**config.mk**
```make
export PLATFORM = sky130hd
export DESIGN_NAME = ram_bus_arbiter
export DESIGN_NICKNAME = d
export VERILOG_FILES = /design/src/rtl/bus_arb_pkg.sv /design/src/rtl/ram_bus_arbiter_rr_pick2.sv /design/src/rtl/ram_bus_arbiter.sv
export SDC_FILE = /design/constraint.sdc
export NUM_CORES = 1
export LEC_CHECK = 0
export CORE_AREA = 2 2 117 119
export DETAILED_ROUTE_END_ITERATION = 7
export DIE_AREA = 0 0 119 121
export SYNTH_ARGS = -nofsm -noshare
export SYNTH_HDL_FRONTEND = slang
export SYNTH_SLANG_ARGS = --single-unit
```
**constraint.sdc**
```tcl
create_clock -name clk -period 4.24 [get_ports clk]
set_input_delay 0.848 -clock clk [delete_from_list [all_inputs] [get_ports clk]]
set_output_delay 0.848 -clock clk [all_outputs]
set_load 0.01 [all_outputs]
```
**src/rtl/bus_arb_pkg.sv**
```systemverilog
// Shared types and helpers for the RAM bus arbiter slice.
package bus_arb_pkg;

  // Arbiter ownership states. The fourth encoding is unused and recovers to idle.
  typedef enum logic [1:0] {
    ARB_IDLE = 2'd0,
    ARB_OWN0 = 2'd1,
    ARB_OWN1 = 2'd2
  } arb_state_e;

  // Master identifiers as used by the "last served" register and the picker.
  localparam logic M0 = 1'b0;
  localparam logic M1 = 1'b1;

  // One-hot grant vector for a given ownership state (bit0 = m0, bit1 = m1).
  function automatic logic [1:0] gntFromState(input arb_state_e state);
    logic [1:0] gnt;
    case (state)
      ARB_OWN0: gnt = 2'b01;
      ARB_OWN1: gnt = 2'b10;
      default:  gnt = 2'b00;
    endcase
    return gnt;
  endfunction

endpackage

```
**src/rtl/ram_bus_arbiter_rr_pick2.sv**
```systemverilog
// Two-requester round-robin picker: on a tie, the master that was not served last wins.
module rr_pick2
  import bus_arb_pkg::*;
(
  input  logic [1:0] i_req,
  input  logic       i_last,
  output logic       o_winner,
  output logic       o_valid
);

  // Combinational pick: a lone requester wins outright, a tie goes to the other master.
  always_comb begin
    o_valid  = |i_req;
    o_winner = M0;
    if (i_req == 2'b11) begin
      o_winner = ~i_last;
    end else if (i_req[1]) begin
      o_winner = M1;
    end
  end

endmodule

```
**src/rtl/ram_bus_arbiter.sv**
```systemverilog
// Shares the single-port data RAM bus between the CPU data port (m0) and the
// DMA/debug loader (m1) with per-transfer round-robin and a bounded lock.
module ram_bus_arbiter
  import bus_arb_pkg::*;
#(
  parameter int ADDR_W   = 32,
  parameter int DATA_W   = 32,
  parameter int MAX_LOCK = 4
) (
  input  logic              clk,
  input  logic              reset,
  input  logic              m0_req,
  input  logic              m0_we,
  input  logic              m0_lock,
  input  logic [ADDR_W-1:0] m0_addr,
  input  logic [DATA_W-1:0] m0_wData,
  output logic [DATA_W-1:0] m0_rData,
  output logic              m0_ready,
  input  logic              m1_req,
  input  logic              m1_we,
  input  logic              m1_lock,
  input  logic [ADDR_W-1:0] m1_addr,
  input  logic [DATA_W-1:0] m1_wData,
  output logic [DATA_W-1:0] m1_rData,
  output logic              m1_ready,
  output logic              busWe,
  output logic [ADDR_W-1:0] busAddr,
  output logic [DATA_W-1:0] busWData,
  input  logic [DATA_W-1:0] busRData,
  output logic [1:0]        gnt
);

  localparam int LOCK_W = $clog2(MAX_LOCK + 1);
  // The owner may stay while lock_cnt is below this, giving at most MAX_LOCK
  // consecutive transfers while the other master waits.
  localparam logic [LOCK_W-1:0] LOCK_LIMIT = LOCK_W'(MAX_LOCK - 1);

  arb_state_e        r_state;
  arb_state_e        w_nextState;
  logic              r_last;
  logic              w_nextLast;
  logic [LOCK_W-1:0] r_lockCnt;
  logic [LOCK_W-1:0] w_nextLockCnt;

  logic w_pickWinner;
  logic w_pickValid;
  logic w_owner;
  logic w_ownReq;
  logic w_otherReq;
  logic w_ownLock;
  logic w_xfer;

  rr_pick2 u_pick (
    .i_req    ({m1_req, m0_req}),
    .i_last   (r_last),
    .o_winner (w_pickWinner),
    .o_valid  (w_pickValid)
  );

  // Resolve owner-relative views of the request lines and whether a transfer happens now.
  always_comb begin
    w_owner    = (r_state == ARB_OWN1);
    w_ownReq   = w_owner ? m1_req  : m0_req;
    w_otherReq = w_owner ? m0_req  : m1_req;
    w_ownLock  = w_owner ? m1_lock : m0_lock;
    w_xfer     = (r_state == ARB_OWN0 || r_state == ARB_OWN1) && w_ownReq && !reset;
  end

  // State, last-served and lock-count registers.
  always_ff @(posedge clk) begin
    if (reset) begin
      r_state   <= ARB_IDLE;
      r_last    <= M1;
      r_lockCnt <= '0;
    end else begin
      r_state   <= w_nextState;
      r_last    <= w_nextLast;
      r_lockCnt <= w_nextLockCnt;
    end
  end

  // Next-state: arbitrate from idle, then keep, hand over or release after each owned cycle.
  always_comb begin
    w_nextState   = r_state;
    w_nextLast    = r_last;
    w_nextLockCnt = '0;
    case (r_state)
      ARB_IDLE: begin
        if (w_pickValid) begin
          w_nextState = w_pickWinner ? ARB_OWN1 : ARB_OWN0;
        end
      end
      ARB_OWN0, ARB_OWN1: begin
        if (w_ownReq) begin
          w_nextLast = w_owner;
          if (w_ownLock && w_otherReq && (r_lockCnt < LOCK_LIMIT)) begin
            w_nextLockCnt = r_lockCnt + 1'b1;
          end else if (w_otherReq) begin
            w_nextState = w_owner ? ARB_OWN0 : ARB_OWN1;
          end
          // Otherwise the owner still requests and keeps the bus with lock_cnt cleared.
        end else begin
          // Owner withdrew: no transfer, hand over or fall back to idle.
          w_nextState = w_otherReq ? (w_owner ? ARB_OWN0 : ARB_OWN1) : ARB_IDLE;
        end
      end
      default: w_nextState = ARB_IDLE;
    endcase
  end

  // Outputs: route the owner onto the RAM bus only in a transfer cycle, zero otherwise.
  always_comb begin
    gnt      = reset ? 2'b00 : gntFromState(r_state);
    busWe    = 1'b0;
    busAddr  = '0;
    busWData = '0;
    m0_ready = 1'b0;
    m1_ready = 1'b0;
    m0_rData = '0;
    m1_rData = '0;
    if (w_xfer) begin
      if (w_owner) begin
        busWe    = m1_we;
        busAddr  = m1_addr;
        busWData = m1_wData;
        m1_ready = 1'b1;
        m1_rData = busRData;
      end else begin
        busWe    = m0_we;
        busAddr  = m0_addr;
        busWData = m0_wData;
        m0_ready = 1'b1;
        m0_rData = busRData;
      end
    end
  end

endmodule
```
[Yosys cells after proc, flatten, opt, wreduce, memory -nomap -nowiden]
Cells that the tools add are included.
Operators by class
  order comparisons: 1
  mux-type cells: 29
  add/sub/neg operators: 1
  reductions and logical operators: 12
  bitwise operators: 4
  equality and inequality tests: 6
Operators with widths (count)
  $mux W32: 8
  $mux W2: 8
  $mux W1: 11
  $pmux W2 S2: 2
  $ne A3 B3 Y1 const B: 2
  $eq A2 B2 Y1 const B: 2
  $logic_and A1 B1 Y1: 4
  $not A1 Y1: 4
  $reduce_or A2 Y1: 2
  $reduce_or A4 Y1: 1
  $add A3 B1 Y3 const B: 1
  $lt A3 B2 Y1 const B: 1
  $reduce_and A3 Y1: 1
  $eq A2 B1 Y1 const B: 1
  $logic_not A2 Y1: 1
  $ne A2 B1 Y1 const B: 1
  $reduce_and A2 Y1: 1
  $logic_not A1 Y1: 1
  $logic_or A1 B1 Y1: 1
Word-level totals
  input bits: 168
  word-level logic and storage cells: 56
  register bits: 6

[Depth between registers and ports, before layout]
Gate-level depths: netlist of run 1.
  word-level depth: 7
  gate-level depth with buffers: 8
  mapped depth without buffers: 6

[Cells and area by module]
Synthesis of run 1 repeated with hierarchy kept, for this count alone.
Unflattened totals
  cell total of the unflattened synthesis: 205
  area total of the unflattened synthesis: 1579.0 um^2
By module, submodules not included
  ram_bus_arbiter: area an instance 1565.3 um^2, seq. area each 120.1 um^2, cells an instance 203, instances 1
  rr_pick2: area an instance 13.8 um^2, seq. area each 0.0 um^2, cells an instance 2, instances 1

[Worst setup path before layout of run 1]
OpenSTA, ideal clock, no wires.
  path type: input port to output port
  from: input reset
  to: output busAddr[14]
  data required time: 3392 ps
  setup slack: 1507 ps
  cell stages on the path: 6
  arrival: 1885 ps
  path through: clkbuf_2 -> nand2b_1 -> nor2_4 -> buf_4 -> buf_2 -> a22o_1
Between the ends
  longest elaborated chain between the ends: 3
Ends and longest elaborated chain
  from (decl): line ram_bus_arbiter.sv:11  | input logic reset,
  $logic_not A1 Y1: line ram_bus_arbiter.sv:66  | w_xfer = (r_state == ARB_OWN0 || r_state == ARB_OWN1) && w_ownReq && !reset;
  $logic_and A1 B1 Y1: line ram_bus_arbiter.sv:66
  $mux W32: line ram_bus_arbiter.sv:121  | if (w_xfer) begin
  to (decl): line ram_bus_arbiter.sv:27  | output logic [ADDR_W-1:0] busAddr,
No other way between the ends.

[Final worst setup path of run 1]
  from: input m1_req
  to: output busWe
Between the ends
  longest elaborated chain between the ends: 4
Ends and longest elaborated chain
  from (decl): line ram_bus_arbiter.sv:19  | input logic m1_req,
  $mux W1: line ram_bus_arbiter.sv:63  | w_ownReq = w_owner ? m1_req : m0_req;
  $logic_and A1 B1 Y1 (2 in a row): line ram_bus_arbiter.sv:66
  $mux W1: line ram_bus_arbiter.sv:121
  to (decl): line ram_bus_arbiter.sv:26  | output logic busWe,
No other way between the ends.

==> results of run 1 <==
[registers in the layout (all words and copies together) (netlist names)]
register,count
r_last,1
r_lockCnt,3
r_state,2
[cells in the mapped netlist (2+ instances only)]
cell type  instances
a22o_1            65
and2_1            64
buf_2             11
clkbuf_1           7
dfxtp_1            6
ha_1               5
inv_1              5
nor2_1             5
a21oi_1            4
buf_4              3
nand2_1            3
nor2b_1            3
a2111o_1           2
clkbuf_2           2
nand4b_1           2
nor2_4             2
[metrics by stage]
stage | hold WS, ps | power [mW] | instances
2_1_floorplan | 410 | 0.493 | 206
3_3_place_gp | 418 | 1.01 | 664
3_5_place_dp | 427 | 1.02 | 664
4_1_cts | 431 | 1.18 | 667
5_1_grt | 448 | 1.24 | 667
6_report | 429 | 1.17 | 667
[routing by layer]
metal / GRT usage [%] / up-vias / part of all wire, %
li1: - / 1340 / -
met1: 17.5 / 1243 / 40
met2: 26.8 / 150 / 51
met3: 3.95 / 8 / 8.0
met4: 2.31 / 0 / 1.1
met5: 0 / - / 0
[worst reg2reg max path, cell delays in order, from the launching register on]
cell and delay [ps]:
dfxtp_1 350, inv_1 90, ha_1 450, nand2_1 160, o311ai_0 550, o21ai_0 150
a21oi_1 170
[layout make-up]
cell class	count	area share, %
Clock buffer	3	1.55
Tap cell	176	4.54
Timing Repair Buffer	305	63.7
Sequential cell	6	2.48
Multi-Input combinational cell	172	27.3
Inverter	5	0.387
[worst max-delay path by stage]
stage / start / endpoint / slack [ps] / depth (start not counted)
finish: m1_req / busWe / 450 / 6
global route: m1_req / busWe / 370 / 6
CTS: m1_req / busWe / 430 / 6
detailed placement: m1_req / busWe / 430 / 6
global placement: m1_req / busWe / 450 / 6
floorplan: reset / busAddr[14] / 1510 / 6
[report_power, final]
| part | switching (mW) | total [mW] | internal (mW) |
|---|---|---|---|
| registers | 0.0111 | 0.0807 | 0.0696 |
| logic | 0.383 | 0.933 | 0.550 |
| clock network | 0.0339 | 0.155 | 0.121 |
| total | 0.428 | 1.17 | 0.740 |
[kinds of logic (layout without fill, tap and decap cells)]
logic type,after synthesis,in the layout,share of synthesized area [%]
xor gates and xnor gates,1,1,0.556
DFF,6,6,7.62
AOI/OAI and AO/OA,80,80,43.7
adders and majority gates,5,5,3.97
and+or+nand+nor,85,85,35.2
muxes,1,1,0.635
buffers and inverters,28,313,8.41
==> key figures, run 1 <==
Synthesis
  – Yosys reg bits: 6
  – Share of synthesized registers carrying an async set or reset: 0%
  – Cells after Synth: 206
  – Number of enable flip-flop cells after synthesis: 0
  – Top_reg_cell synth: dfxtp_1
  – Cell area after synthesis: 1580 sq um
  – Seq/Total Area, Yosys: 7.62%
  – Post-synth top area share: 36.1%
  – Mean Syn Cell Area: 7.65 sq um
  – Yosys warning total: 0
  – Syn Nets: 379
  – Ranking of synthesized cells by area: a22o_1, and2_1, dfxtp_1
  – Synth cell types: 33
  – Area leader, netlist: a22o_1

Outcome
  – Outcome: complete, no violations

Finish
  – Layout net count: 666
  – Fraction of layout cells with a size suffix above 1: 2.85%
  – Final instance area: 4850 sq um
  – Sequential cell area: 120 sq um
  – Multi-input logic area: 1320 sq um
  – Ant. Diodes: 0
  – Final core occ: 37.1%
  – Most common cell after layout, fill and taps aside: clkdlybuf4s50_1
  – P&R area growth vs syn: 208%
  – Most frequent cells in the layout: clkdlybuf4s50_1, a22o_1, and2_1, dfxtp_1
  – Fillers: 1336

Placed design
  – Buffers on Ports: 300
  – Hpwl dp: 9.90 mm
  – RePlAce Congestion: 0.809
  – Placed inst area: 4770 sq um
  – Dpl ws: 434 ps

Route
  – DRC Markers: 0
  – Total vias in the final route: 2741
  – WL final: 11.5 mm
  – Number of nets with antenna violations after routing: 0
  – Drt wl/cell: 17.3 um
  – Avg Vias per Cell: 4.11
  – Initial DRC count: 103
  – DRT Pass-1 Iters: 4

Global route
  – Pin count of the biggest net entering global routing: 53
  – Vias in the first global route: 2755
  – First-pass GRT wire length: 16.7 mm
  – Gr usage total: 14.7%
  – Initial antenna violation count: 0
  – Grt ovf: 0

Job
  – Max Cap Viol: 0

Hold path
  – Hold endpoint: r_lockCnt[0]$_SDFF_PP0_
  – WHS Path Cells: 1
  – Hold Path Class: reg -> reg
  – Hold_sp: r_lockCnt[0]$_SDFF_PP0_

Clock network
  – CTS max path bufs: 2
  – Clock sink count: 6
  – Worst-Skew Late Latency: 230 ps
  – Root buf cell: clkbuf_16
  – TritonCTS buffer count: 3
  – Post-CTS sizing: 0
  – H-Tree Depth: 1
  – Clk slew on worst S/H paths: 30 ps
  – CTS tree: done
  – Number of post-CTS setup repair buffers: 0
  – Hold-fix buffers, CTS: 0

Setup path
  – Top cell by count, worst path: clkdlybuf4s50_1
  – Worst path arrival time: 2940 ps
  – R2R depth: 6
  – CP Buf/Inv Count: 3
  – Flop2flop setup slack: 2240 ps
  – R2R Path End: r_state[0]$_SDFFE_PP0P_
  – CP max stage delay: 660 ps
  – Cell family with most CP delay: buffers and inverters
  – CP startpoint kind: input pin
  – Worst-path maximum fanout: 52
  – Worst-path cell chain: clkdlybuf4s50_1 -> nand2b_1 -> nor2_4 -> buf_12 -> a22o_1 -> clkdlybuf4s50_1
  – Critical path's slowest cell: clkdlybuf4s50_1
  – Worst setup EP type: primary output
  – WP data required: 3390 ps
  – Crit Reg-Reg Startpoint: r_state[1]$_SDFFE_PP0P_
  – CP Class: in -> out

Timing
  – Unrepaired setup endpoints after global routing: false
  – Max Freq: 264 MHz
  – Fin worst setup slack: 454 ps
  – Final worst path period share: 89.3%
  – Minimum clock period: 3790 ps
  – Relative slew margins: 59.6%
  – Final setup violation count: 0
  – Final Hold Fails: 0
  – Setup TNS Final: 0 ps
  – Final Slew Violations: 0
  – Worst slew pin tran: 598 ps
  – Skew final: 1.30 ps

Die
  – Die area: 14400 sq um
  – I/O pin count: 301
  – Initial Util: 12.0%
  – Num rows: 42
  – Die Y: 121 um
  – Die Span X: 119 um
  – Core area: 13100 sq um

Power
  – Power Dens Cells: 241 nW/um^2
  – Peak supply drop: 113 uV
  – Pleak: 1.78 nW
No activity file was read; power rests on OpenSTA's default activity.
==> run 2, diff against run 1 <==
--- a/config.mk
+++ b/config.mk
@@ -8,6 +8,7 @@
 export CORE_AREA = 2 2 117 119
 export DETAILED_ROUTE_END_ITERATION = 7
 export DIE_AREA = 0 0 119 121
+export DONT_BUFFER_PORTS = 1
 export SYNTH_ARGS = -nofsm -noshare
 export SYNTH_HDL_FRONTEND = slang
 export SYNTH_SLANG_ARGS = --single-unit
==> run 2 against run 1 <==
  * Via count down 35%
  * Cell area down 63%
  * Core utilization down 23 points
  * Die area unchanged
  * Critical path type is now reg -> out
  * Fmax up 11%
  * Power down 39%
  * Highest routed layer unchanged
  * Cell count down 45%
==> key figures, run 2 (synthesis results as in run 1) <==
Finish
  – Max FFs per register: 3 (unchanged)
  – Final instance area: 1800 sq um (-63%)
  – Layout net count: 364 (-45%)
  – Largest regs: r_lockCnt x3, r_state x2, r_last x1
  – Fraction of layout cells with a size suffix above 1: 6.35% (+3.5 points)
  – P&R area growth vs syn: 14.0%
  – Largest reg by FF count: r_lockCnt
  – Multi-input logic area: 1320 sq um (unchanged)
  – Final core occ: 13.7% (-23 points)
  – Most common cell after layout, fill and taps aside: a22o_1
  – Most frequent cells in the layout: a22o_1, and2_1, dfxtp_1
  – Sequential cell area: 120 sq um (unchanged)
  – Fillers: 1505 (+13%)

Power
  – Net Switching: 0.343 mW (-20%)
  – Share of power burned in registers: 11.4% (+4.5 points)
  – Power Dens Cells: 394 nW/um^2 (+64%)
  – Peak supply drop: 310 uV (+180%)
  – Clock power share: 21.2% (+7.9 points)
  – Comb pwr share: 67.5% (-12 points)
  – Sw frac: 48.4% (+12 points)
  – Internal Power: 0.366 mW (-51%)
  – Total power draw: 0.709 mW (-39%)
  – Pleak: 0.656 nW (-63%)

Setup path
  – Flop2flop setup slack: 2310 ps (+70 ps)
  – Worst path arrival time: 2550 ps (-390 ps)
  – CP Class: reg -> out
  – CP startpoint kind: register
  – Worst setup EP type: primary output
  – Worst-path maximum fanout: 68 (+31%)
  – WP data required: 3390 ps (about the same)

Placed design
  – Hpwl dp: 7.72 mm (-22%)
  – RePlAce Congestion: 0.877 (+8.4%)
  – Buffers on Ports: 0 (-100%)
  – Placed inst area: 1720 sq um (-64%)
  – Dpl ws: 1090 ps (+659 ps)

Timing
  – Max Freq: 294 MHz (+11%)
  – Fin worst setup slack: 840 ps (+386 ps)
  – Setup TNS Final: 0 ps (unchanged)
  – Skew final: 0.248 ps (-1.06 ps)
  – Final worst path period share: 80.2% (-9.1 points)
  – Unrepaired setup endpoints after global routing: false
  – Final Slew Violations: 0 (unchanged)
  – Minimum clock period: 3400 ps (-386 ps)
  – Worst slew pin tran: 721 ps (+123 ps)
  – Final Hold Fails: 0 (unchanged)
  – Relative slew margins: 51.8% (-7.8 points)
  – Final setup violation count: 0 (unchanged)

Route
  – Total vias in the final route: 1768 (-35%)
  – DRT Pass-1 Iters: 4 (unchanged)
  – Avg Vias per Cell: 4.82 (+17%)
  – WL final: 8.68 mm (-25%)
  – Number of nets with antenna violations after routing: 0 (unchanged)
  – DRC Markers: 0 (unchanged)
  – Initial DRC count: 129 (+25%)
  – Drt wl/cell: 23.6 um (+37%)

Clock network
  – Clock sink count: 6 (unchanged)
  – Root buf cell: clkbuf_16
  – Hold-fix buffers, CTS: 0 (unchanged)
  – CTS max path bufs: 2 (unchanged)
  – Number of post-CTS setup repair buffers: 0 (unchanged)
  – Post-CTS sizing: 0 (unchanged)
  – H-Tree Depth: 1 (unchanged)
  – TritonCTS buffer count: 3 (unchanged)
  – Worst-Skew Late Latency: 220 ps (about the same)
  – CTS tree: done
  – Clk slew on worst S/H paths: 30 ps (about the same)

Die
  – Die Span X: 119 um (unchanged)
  – Num rows: 42 (unchanged)
  – Initial Util: 12.0% (unchanged)
  – Core area: 13100 sq um (unchanged)
  – Die area: 14400 sq um (unchanged)
  – I/O pin count: 301 (unchanged)
  – Die Y: 121 um (unchanged)

Global route
  – Gr usage total: 10.2% (-4.5 points)
  – First-pass GRT wire length: 10.5 mm (-37%)
  – Vias in the first global route: 1555 (-44%)
  – Initial antenna violation count: 2 (+2)
  – Pin count of the biggest net entering global routing: 69 (+30%)
  – Grt ovf: 0 (unchanged)

Job
  – Max Cap Viol: 0 (unchanged)

Hold path
  – Hold Path Class: reg -> reg

Outcome
  – Outcome: complete, no violations
-- run 2: changes by cell type in the layout (fill, tap and decap cells not counted), sizes merged --
cell	previous run	this run
buf	5	3
diode	0	2
clkdlybuf4s50	300	0
-- run 2: worst paths after layout --
check,start,to,cells after the start
worst max-delay path,r_state[0]$_SDFFE_PP0P_,busWe,6
worst min-delay path,r_lockCnt[0]$_SDFF_PP0_,r_lockCnt[0]$_SDFF_PP0_,1
worst max register to register,r_state[0]$_SDFFE_PP0P_,r_state[1]$_SDFFE_PP0P_,6
worst min register to register,r_lockCnt[0]$_SDFF_PP0_,r_lockCnt[0]$_SDFF_PP0_,1
-- run 2: worst max-delay path, cell delays in order, from the launching register on --
cell and delay (ps):
dfxtp_1 370, inv_1 90, ha_1 450, nand2_1 150, nor2_4 590, buf_12 310, a22o_1 320
-- run 2: cell type report --
type	instances	share of cell area (%)
multi-input cells	172	73.6
well taps	176	12.2
inverters	5	1.04
repair buffers	3	1.95
flip-flops and latches	6	6.68
diodes	2	0.278
clock buffers	3	4.18
-- run 2: layer usage --
| metal | vias up | share of wire [%] | track usage [%] |
|---|---|---|---|
| li1 | 731 | - | - |
| met1 | 860 | 42 | 13.9 |
| met2 | 167 | 46 | 15.7 |
| met3 | 10 | 9.7 | 3.34 |
| met4 | 0 | 2.0 | 2.23 |
| met5 | - | 0 | 0 |
-- run 2: power by group through the flow --
| stage | clock, mW | combinational, mW | sequential [mW] |
|---|---|---|---|
| 6_report | 0.150 | 0.478 | 0.0806 |
| 3_5_place_dp | 0 | 0.476 | 0.0813 |
| 3_3_place_gp | 0 | 0.459 | 0.0792 |
| 5_1_grt | 0.159 | 0.518 | 0.0835 |
| 4_1_cts | 0.154 | 0.477 | 0.0804 |
| 2_1_floorplan | 0 | 0.415 | 0.0786 |
-- run 2: through the flow --
stage / hold slack [ps] / std cells
after CTS: 437 / 365
after global placement: 418 / 362
after global routing: 446 / 365
after detailed placement: 432 / 362
after floorplan: 410 / 206
final: 437 / 367
==> run 3, diff against run 2 <==
==> constraint.sdc (replaced) <==
create_clock -name clk -period 3.5 [get_ports clk]
set_input_delay 0.7 -clock clk [delete_from_list [all_inputs] [get_ports clk]]
set_output_delay 0.7 -clock clk [all_outputs]
set_load 0.01 [all_outputs]
==> run 3 against run 2 <==
  * Cell count unchanged
  * Core utilization decreased by 0.057 points
  * Non-clock buffer count up 1
  * Sequential power is 22% higher
  * Register-to-register slack got worse by 740 ps
  * Cell area fell by 0.42%
  * Combinational power up 21%
  * Wire length up 0.98%
  * Via count down 0.74%
==> key figures, run 3 (synthesis results as in run 1) <==
Hold path
  – Hold Path Class: reg -> reg

Clock network
  – Hold-fix buffers, CTS: 0 (unchanged)
  – Root buf cell: clkbuf_16
  – CTS max path bufs: 2 (unchanged)
  – CTS tree: done
  – Clk slew on worst S/H paths: 30 ps (about the same)
  – Number of post-CTS setup repair buffers: 0 (unchanged)
  – TritonCTS buffer count: 3 (unchanged)
  – Post-CTS sizing: 0 (unchanged)
  – H-Tree Depth: 1 (unchanged)
  – Clock sink count: 6 (unchanged)
  – Worst-Skew Late Latency: 230 ps (about the same)

Timing
  – Minimum clock period: 2980 ps
  – Final Hold Fails: 0 (unchanged)
  – Fin worst setup slack: 521 ps (-320 ps)
  – Final setup violation count: 0 (unchanged)
  – Relative slew margins: 61.7% (+9.8 points)
  – Max Freq: 336 MHz
  – Skew final: 1.79 ps (+1.54 ps)
  – Hold slack: 438 ps (+0.332 ps)
  – Final worst path period share: 85.1%
  – Setup TNS Final: 0 ps (unchanged)
  – Worst slew pin tran: 575 ps (-146 ps)
  – Final Slew Violations: 0 (unchanged)
  – Unrepaired setup endpoints after global routing: false

Die
  – I/O pin count: 301 (unchanged)
  – Die area: 14400 sq um (unchanged)
  – Die Y: 121 um (unchanged)
  – Core area: 13100 sq um (unchanged)
  – Num rows: 42 (unchanged)
  – Initial Util: 12.0% (unchanged)
  – Die Span X: 119 um (unchanged)

Setup path
  – CP startpoint kind: register
  – WP data required: 2800 ps (-590 ps)
  – Worst-path maximum fanout: 68 (unchanged)
  – CP Class: reg -> out
  – Worst setup EP type: primary output
  – Worst path arrival time: 2280 ps (-270 ps)

Finish
  – Finished Layout Cells: 367 (unchanged)
  – Most frequent cells in the layout: a22o_1, and2_1, dfxtp_1
  – Final core occ: 13.7% (-0.057 points)
  – Final instance area: 1790 sq um (-0.42%)
  – Max FFs per register: 3 (unchanged)
  – Most common cell after layout, fill and taps aside: a22o_1
  – Largest reg by FF count: r_lockCnt
  – Fillers: 1485 (-1.3%)
  – Largest regs: r_lockCnt x3, r_state x2, r_last x1
  – Fraction of layout cells with a size suffix above 1: 6.84% (+0.49 points)
  – P&R area growth vs syn: 13.6%
  – Layout net count: 365 (+0.27%)

Global route
  – Initial antenna violation count: 1 (-1)
  – Pin count of the biggest net entering global routing: 69 (unchanged)
  – Grt ovf: 0 (unchanged)
  – Vias in the first global route: 1555 (unchanged)
  – First-pass GRT wire length: 10.9 mm (+3.0%)
  – Gr usage total: 10.5% (+0.27 points)

Route
  – DRC Markers: 0 (unchanged)
  – WL final: 8.76 mm (+0.98%)
  – Avg Vias per Cell: 4.78 (-0.74%)
  – Initial DRC count: 90 (-30%)
  – Drt wl/cell: 23.9 um (+0.98%)
  – Number of nets with antenna violations after routing: 0 (unchanged)
  – DRT Pass-1 Iters: 4 (unchanged)
  – Total vias in the final route: 1755 (-0.74%)

Placed design
  – # placed instances: 363 (+0.28%)
  – Dpl ws: 772 ps (-321 ps)
  – RePlAce Congestion: 0.852 (-2.8%)
  – Buffers on Ports: 0 (unchanged)
  – Hpwl dp: 7.73 mm (about the same)
  – Placed inst area: 1710 sq um (-0.29%)

Power
  – Peak supply drop: 243 uV (-22%)
  – Total power draw: 0.858 mW (+21%)
  – Pleak: 0.659 nW (+0.42%)
  – Power Dens Cells: 479 nW/um^2 (+22%)

Job
  – Max Cap Viol: 0 (unchanged)

Outcome
  – Outcome: complete, no violations
## run 3: cell count changes in the layout (fill, tap and decap cells not counted)
cell,previous run,this run
buf_4,2,4
buf_12,1,0
diode_2,2,1
## run 3: path summary, 6_finish.rpt
| check | startpoint | endpoint | slack, ps | depth (start not counted) |
|---|---|---|---|---|
| worst max register to register | r_state[0]$_SDFFE_PP0P_ | r_state[1]$_SDFFE_PP0P_ | 1570 | 6 |
| worst min register to register | r_lockCnt[0]$_SDFF_PP0_ | r_lockCnt[0]$_SDFF_PP0_ | 440 | 1 |
| worst max-delay path | r_state[0]$_SDFFE_PP0P_ | busWe | 520 | 6 |
| worst min-delay path | r_lockCnt[0]$_SDFF_PP0_ | r_lockCnt[0]$_SDFF_PP0_ | 440 | 1 |
## run 3: area by class of cell
type | count | area, sq um | area share (%)
Antenna cell | 1 | 2.50 | 0.140
Clock buffer | 3 | 75.1 | 4.19
Inverter | 5 | 18.8 | 1.05
Multi-Input combinational cell | 172 | 1320 | 73.9
Sequential cell | 6 | 120 | 6.71
Tap cell | 176 | 220 | 12.3
Timing Repair Buffer | 4 | 30.0 | 1.68
## run 3: critical path: stages, from the launching register on
cell and delay (ps):
dfxtp_1 370, inv_1 80, ha_1 450, nand2_1 160
nor2_4 110, buf_4 450, a22o_1 370
## run 3: power breakdown
group / total [mW] / internal [mW] / switching, mW
Clock: 0.182 / 0.146 / 0.0361
Sequential: 0.0983 / 0.0843 / 0.0140
Combinational: 0.577 / 0.212 / 0.366
## run 3: metal layers
| metal | track usage [%] | wire length (um) | up-vias |
|---|---|---|---|
| met5 | 0 | 0 | - |
| met4 | 1.86 | 70 | 0 |
| met3 | 1.93 | 769 | 8 |
| met2 | 16.8 | 4190 | 158 |
| met1 | 14.8 | 3730 | 855 |
| li1 | - | - | 734 |
